## src/rtl/uart_pkg.sv

```systemverilog
// Shared definitions for the UART transmitter front-end arbiter:
// FSM state encoding and the default byte width.
package uart_pkg;

  localparam int UART_DATA_WIDTH = 8;
  localparam int STATE_W         = 3;

  typedef enum logic [STATE_W-1:0] {
    IDLE      = 3'd0,
    LOAD      = 3'd1,
    WAIT_BUSY = 3'd2,
    WAIT_DONE = 3'd3,
    GAP       = 3'd4
  } arb_state_t;

endpackage

```

## src/rtl/rr_arbiter.sv

```systemverilog
// Combinational rotating-priority arbiter: grants the first asserted request
// at or after ptr, wrapping cyclically.
module rr_arbiter #(
  parameter int N = 4
) (
  input  logic [N-1:0]         req,
  input  logic [$clog2(N)-1:0] ptr,
  output logic [N-1:0]         gnt,
  output logic [$clog2(N)-1:0] idx,
  output logic                 any_req
);

  localparam int IW = $clog2(N);

  // Scan from the furthest offset down so the nearest request to ptr wins.
  always_comb begin
    int            j;
    logic [IW-1:0] jj;
    j       = 0;
    jj      = '0;
    gnt     = '0;
    idx     = '0;
    any_req = |req;
    for (int k = N - 1; k >= 0; k--) begin
      j  = (int'(ptr) + k) % N;
      jj = IW'(j);
      if (req[jj]) begin
        gnt     = '0;
        gnt[jj] = 1'b1;
        idx     = jj;
      end
    end
  end

endmodule

```

## src/rtl/uart_tx_arbiter.sv

```systemverilog
// Round-robin front end that shares one UART transmitter between NUM_REQ byte
// sources, sequencing each frame off the transmitter's busy flag.
module uart_tx_arbiter
  import uart_pkg::*;
#(
  parameter int DATA_WIDTH   = UART_DATA_WIDTH,
  parameter int NUM_REQ      = 4,
  parameter int GAP_WIDTH    = 4,
  parameter int BUSY_TIMEOUT = 7
) (
  input  logic                          clk,
  input  logic                          rst,
  input  logic [NUM_REQ-1:0]            req_valid,
  input  logic [NUM_REQ*DATA_WIDTH-1:0] req_data,
  output logic [NUM_REQ-1:0]            req_ready,
  input  logic                          cfg_par_en,
  input  logic                          cfg_par_type,
  input  logic [GAP_WIDTH-1:0]          cfg_gap,
  input  logic                          tx_busy,
  output logic [DATA_WIDTH-1:0]         tx_p_data,
  output logic                          tx_data_valid,
  output logic                          tx_par_en,
  output logic                          tx_par_type,
  output logic [$clog2(NUM_REQ)-1:0]    grant_id,
  output logic                          frame_done,
  output logic                          timeout_err
);

  localparam int IW = $clog2(NUM_REQ);
  localparam int TW = $clog2(BUSY_TIMEOUT + 1);

  arb_state_t            state_q, state_d;
  logic [IW-1:0]         ptr_q, ptr_d;
  logic [IW-1:0]         gid_q, gid_d;
  logic [DATA_WIDTH-1:0] data_q, data_d;
  logic                  pen_q, pen_d;
  logic                  ptype_q, ptype_d;
  logic [TW-1:0]         tcnt_q, tcnt_d;
  logic [GAP_WIDTH-1:0]  gcnt_q, gcnt_d;

  logic [NUM_REQ-1:0]    arb_gnt;
  logic [IW-1:0]         arb_idx;
  logic                  arb_any;
  logic [DATA_WIDTH-1:0] sel_data;

  rr_arbiter #(.N(NUM_REQ)) u_rr (
    .req     (req_valid),
    .ptr     (ptr_q),
    .gnt     (arb_gnt),
    .idx     (arb_idx),
    .any_req (arb_any)
  );

  always_comb begin
    sel_data = '0;
    for (int i = 0; i < NUM_REQ; i++) begin
      if (arb_gnt[i]) sel_data = req_data[i*DATA_WIDTH +: DATA_WIDTH];
    end
  end

  always_comb begin
    state_d       = state_q;
    ptr_d         = ptr_q;
    gid_d         = gid_q;
    data_d        = data_q;
    pen_d         = pen_q;
    ptype_d       = ptype_q;
    tcnt_d        = tcnt_q;
    gcnt_d        = gcnt_q;
    req_ready     = '0;
    tx_data_valid = 1'b0;
    frame_done    = 1'b0;
    timeout_err   = 1'b0;

    case (state_q)
      IDLE: begin
        if (arb_any && !tx_busy) begin
          req_ready = arb_gnt;
          data_d    = sel_data;
          pen_d     = cfg_par_en;
          ptype_d   = cfg_par_type;
          gid_d     = arb_idx;
          ptr_d     = (arb_idx == IW'(NUM_REQ - 1)) ? '0 : arb_idx + IW'(1);
          state_d   = LOAD;
        end
      end
      LOAD: begin
        tx_data_valid = 1'b1;
        tcnt_d        = '0;
        state_d       = WAIT_BUSY;
      end
      WAIT_BUSY: begin
        if (tx_busy) begin
          state_d = WAIT_DONE;
        end else if (tcnt_q == TW'(BUSY_TIMEOUT - 1)) begin
          // The transmitter never acknowledged the load; give up on this byte.
          timeout_err = 1'b1;
          gcnt_d      = cfg_gap;
          state_d     = GAP;
        end else begin
          tcnt_d = tcnt_q + TW'(1);
        end
      end
      WAIT_DONE: begin
        if (!tx_busy) begin
          frame_done = 1'b1;
          gcnt_d     = cfg_gap;
          state_d    = GAP;
        end
      end
      GAP: begin
        if (gcnt_q > GAP_WIDTH'(1)) gcnt_d = gcnt_q - GAP_WIDTH'(1);
        else                        state_d = IDLE;
      end
      default: state_d = IDLE;
    endcase

    // Strobes must not leak out while reset is being applied.
    if (!rst) begin
      req_ready     = '0;
      tx_data_valid = 1'b0;
      frame_done    = 1'b0;
      timeout_err   = 1'b0;
    end
  end

  always_ff @(posedge clk) begin
    if (!rst) begin
      state_q <= IDLE;
      ptr_q   <= '0;
      gid_q   <= '0;
      data_q  <= '0;
      pen_q   <= 1'b0;
      ptype_q <= 1'b0;
      tcnt_q  <= '0;
      gcnt_q  <= '0;
    end else begin
      state_q <= state_d;
      ptr_q   <= ptr_d;
      gid_q   <= gid_d;
      data_q  <= data_d;
      pen_q   <= pen_d;
      ptype_q <= ptype_d;
      tcnt_q  <= tcnt_d;
      gcnt_q  <= gcnt_d;
    end
  end

  assign tx_p_data   = data_q;
  assign tx_par_en   = pen_q;
  assign tx_par_type = ptype_q;
  assign grant_id    = gid_q;

endmodule

```

## config.mk

```make
export PLATFORM = sky130hd
export DESIGN_NAME = uart_tx_arbiter
export DESIGN_NICKNAME = d
export VERILOG_FILES = /design/src/rtl/uart_pkg.sv /design/src/rtl/rr_arbiter.sv /design/src/rtl/uart_tx_arbiter.sv
export SDC_FILE = /design/constraint.sdc
export NUM_CORES = 1
export LEC_CHECK = 0
export ABC_AREA = 1
export CAP_MARGIN = 30
export CELL_PAD_IN_SITES_DETAIL_PLACEMENT = 1
export CELL_PAD_IN_SITES_GLOBAL_PLACEMENT = 1
export CORE_AREA = 5 5 85 87
export DETAILED_ROUTE_END_ITERATION = 12
export DIE_AREA = 0 0 90 92
export GPL_ROUTABILITY_DRIVEN = 1
export PLACE_DENSITY = 0.84
export SYNTH_ARGS = -nofsm -noshare
export SYNTH_HDL_FRONTEND = slang
export SYNTH_SLANG_ARGS = --single-unit
export TNS_END_PERCENT = 20
```

## constraint.sdc

```tcl
create_clock -name clk -period 5.7 [get_ports clk]
set_input_delay 1.14 -clock clk [delete_from_list [all_inputs] [get_ports clk]]
set_output_delay 1.14 -clock clk [all_outputs]
set_load 0.005 [all_outputs]
```

==> flow_metrics.py <==
metrics = {
    "status": {
        "outcome": "finished clean",
    },
    "floorplanning": {
        "die_w_um": 90,
        "dieHeight_um": 92,
        "start_util_pct": 33.1,
        "rows": 29,
        "die_area_mm2": 0.00828,
        "core_area_mm2": 0.00628,
        "ios": 64,
    },
    "logic_synthesis": {
        "syn-instance-count": 339,
        "syn-num-nets": 395,
        "syn-cell-area_mm2": 0.00208,
        "syn_area_per_cell_um2": 6.14,
        "ys_seq_elements": 24,
        "synth_warnings": 0,
        "async_reset_ff_share_pct": 0,
        "synth_top_flop_cell": "dfxtp_1",
        "seq_area_frac_synth_pct": 23.1,
        "synth-edff-count": 0,
        "synth_cell_type_count": 35,
    },
    "clocking": {
        "cts_setup_buffers": 0,
        "clk_pin_slew_ns": 0.08,
        "cts_tree": "done",
        "cts_buffers": 3,
        "cts_hold_buffers": 0,
        "ctsResizeCount": 0,
        "clk_latency_ns": 0.26,
        "htree_levels": 1,
        "cts-root-buf": "clkbuf_8",
        "cts_max_path_buffers": 2,
        "cts.sinks": 24,
    },
    "routing": {
        "wl_per_cell_um": 13.9,
        "drc": 0,
        "num_vias": 2307,
        "viasPerCell": 4.83,
        "drt-total-wl_um": 6650,
        "drt-initial-drc-count": 48,
        "drtPass1Iterations": 4,
        "ant_nets": 0,
    },
    "placement": {
        "dpl_worst_slack_ns": 1.10,
        "gp_congestion": 0.849,
        "place_area_mm2": 0.00278,
        "portBuffers": 63,
        "dp.cells": 474,
        "post-dp-hpwl_um": 5460,
    },
    "power_and_ir_drop": {
        "switchingPower_uw": 869,
        "seqPwrFrac_pct": 18.5,
        "power_leakage_nw": 1.37,
        "clock_power_share_pct": 7.1,
        "swShare_pct": 53.5,
        "vdd_drop_max_uv": 257,
        "combinationalPowerShare_pct": 74.4,
        "p_int_uw": 755,
        "finalPower_mw": 1.62,
        "powerDensity_mw_per_mm2": 573,
    },
    "worst_setup_path": {
        "critPathArrivalTime_ns": 3.43,
        "crit_path_max_fanout": 18,
        "crit_type": "in2out",
        "crit_path_end_kind": "primary output",
        "required_ns": 4.56,
        "cp-start-kind": "input port",
    },
    "global_routing": {
        "gr-total-overflow": 0,
        "antenna_found_initial": 0,
        "grt_pass1_wl_um": 11600,
        "grt_pass1_vias": 2456,
        "grt_usage_pct": 16.1,
        "grt_max_degree": 19,
    },
    "layout": {
        "final_layout_size_suffix_gt1_share_pct": 11.5,
        "areaGrowthSynthToFinish_pct": 36.1,
        "final_area_mm2": 0.00283,
        "antenna_cells": 0,
        "final_cells": 478,
        "final_nets": 458,
    },
    "timing": {
        "setup_ws_ns": 1.13,
        "slew_headroom_pct": 60.5,
        "fmax_mhz": 219,
        "worst_slew_pin_slew_ns": 0.589,
        "rsz0062_at_grt": "no",
        "period_minus_slack_ns": 4.57,
        "fin_setup_tns_ns": 0,
        "setup_viol": 0,
        "hold_viol_final": 0,
        "slew_violations": 0,
        "clock_skew_ns": 0.00103,
        "fin_crit_sh_pct": 80.2,
    },
    "job": {
        "max_cap_viol_count": 0,
    },
    "worst_hold_path": {
        "hold_class": "reg2reg",
    },
}
==> cells in the mapped netlist (all sizes together) (9+ instances only) <==
master    n  area, um^2
dfxtp    24         480
ha       11         138
nand3    33         218
clkinv    9        33.8
nor2     24         100
inv      59         221
o21ai    17        85.1
a21oi    26         156
nand2   108         450
==> worst paths after layout <==
path / from / to / slack (ns) / depth (start not counted)
setup / recovery: rst / timeout_err / 1.13 / 4
hold / removal: tx_p_data[2]$_SDFFE_PN0P_ / tx_p_data[2]$_SDFFE_PN0P_ / 0.48 / 2
setup reg to reg: ptr_q[0]$_SDFFE_PN0P_ / tx_p_data[2]$_SDFFE_PN0P_ / 3.11 / 14
hold reg to reg: tx_p_data[2]$_SDFFE_PN0P_ / tx_p_data[2]$_SDFFE_PN0P_ / 0.48 / 2
==> per-layer routing <==
layer	global-route usage (%)	wire length, um
met5	0	0
met4	2.36	35
met3	2.13	231
met2	29.6	3270
met1	20.5	3120
==> cell usage in the layout, fill, tap and decap left out, drive strengths merged <==
cell type and count:
o21ai 17, nor2 24, a31oi 3, nand3 33
clkbuf 4, a21oi 26, buf 1, inv 59
o31ai 1, ha 11, clkdlybuf4s50 63, o211ai 3
clkinv 9, o211a 1, o2111ai 1, nor3 3
xor2 1, nand2 108, xnor2 1, a211oi 3
a21boi 1, dfxtp 24, or2 2, nor4 1
a41oi 1
==> state kept, by name, indices dropped and copies added (netlist names) <==
| name | count |
|---|---|
| tx_par_en | 1 |
| tcnt_q | 3 |
| gcnt_q | 4 |
| tx_p_data | 8 |
| state_q | 3 |
| ptr_q | 2 |
| grant_id | 2 |
| tx_par_type | 1 |
==> cell families (layout without fill, tap and decap cells) <==
group / after synthesis / in the layout / synth area share, %
AO/OA/AOI/OAI: 57 / 57 / 16.7
XOR/XNOR: 2 / 2 / 0.842
adder cells (fa/ha/maj): 11 / 11 / 6.61
buffers and inverters: 74 / 136 / 14.1
flip-flops: 24 / 24 / 23.1
AND/OR/NAND/NOR: 171 / 171 / 38.7
==> cell type report <==
| class | instances | area (um^2) |
|---|---|---|
| timing repair buffer | 64 | 638 |
| tap | 77 | 96.3 |
| sequential | 24 | 480 |
| fill | 864 | 3440 |
| inverter | 68 | 255 |
| clock buffer | 4 | 55.1 |
| multi-input combinational | 241 | 1310 |
==> worst max-delay path, stage by stage <==
cell	delay, ns
clkdlybuf4s50_1	0.69
clkinv_1	0.59
nor4_1	0.45
clkdlybuf4s50_1	0.56
==> power groups by stage <==
stage / registers (mW) / clock network (mW) / logic (mW)
after floorplan: 0.292 / 0 / 0.889
after global placement: 0.303 / 0 / 1.17
after detailed placement: 0.305 / 0 / 1.22
after CTS: 0.303 / 0.118 / 1.23
after global routing: 0.313 / 0.126 / 1.38
final: 0.301 / 0.115 / 1.21
==> stage by stage <==
| stage | hold slack [ns] | util (%) |
|---|---|---|
| final | 0.484 | 45.1 |
| after global routing | 0.506 | 45.1 |
| after CTS | 0.487 | 45.1 |
| after detailed placement | 0.472 | 44.2 |
| after global placement | 0.466 | 44.2 |
| after floorplan | 0.461 | - |
Power figures use the tool's default switching activity.
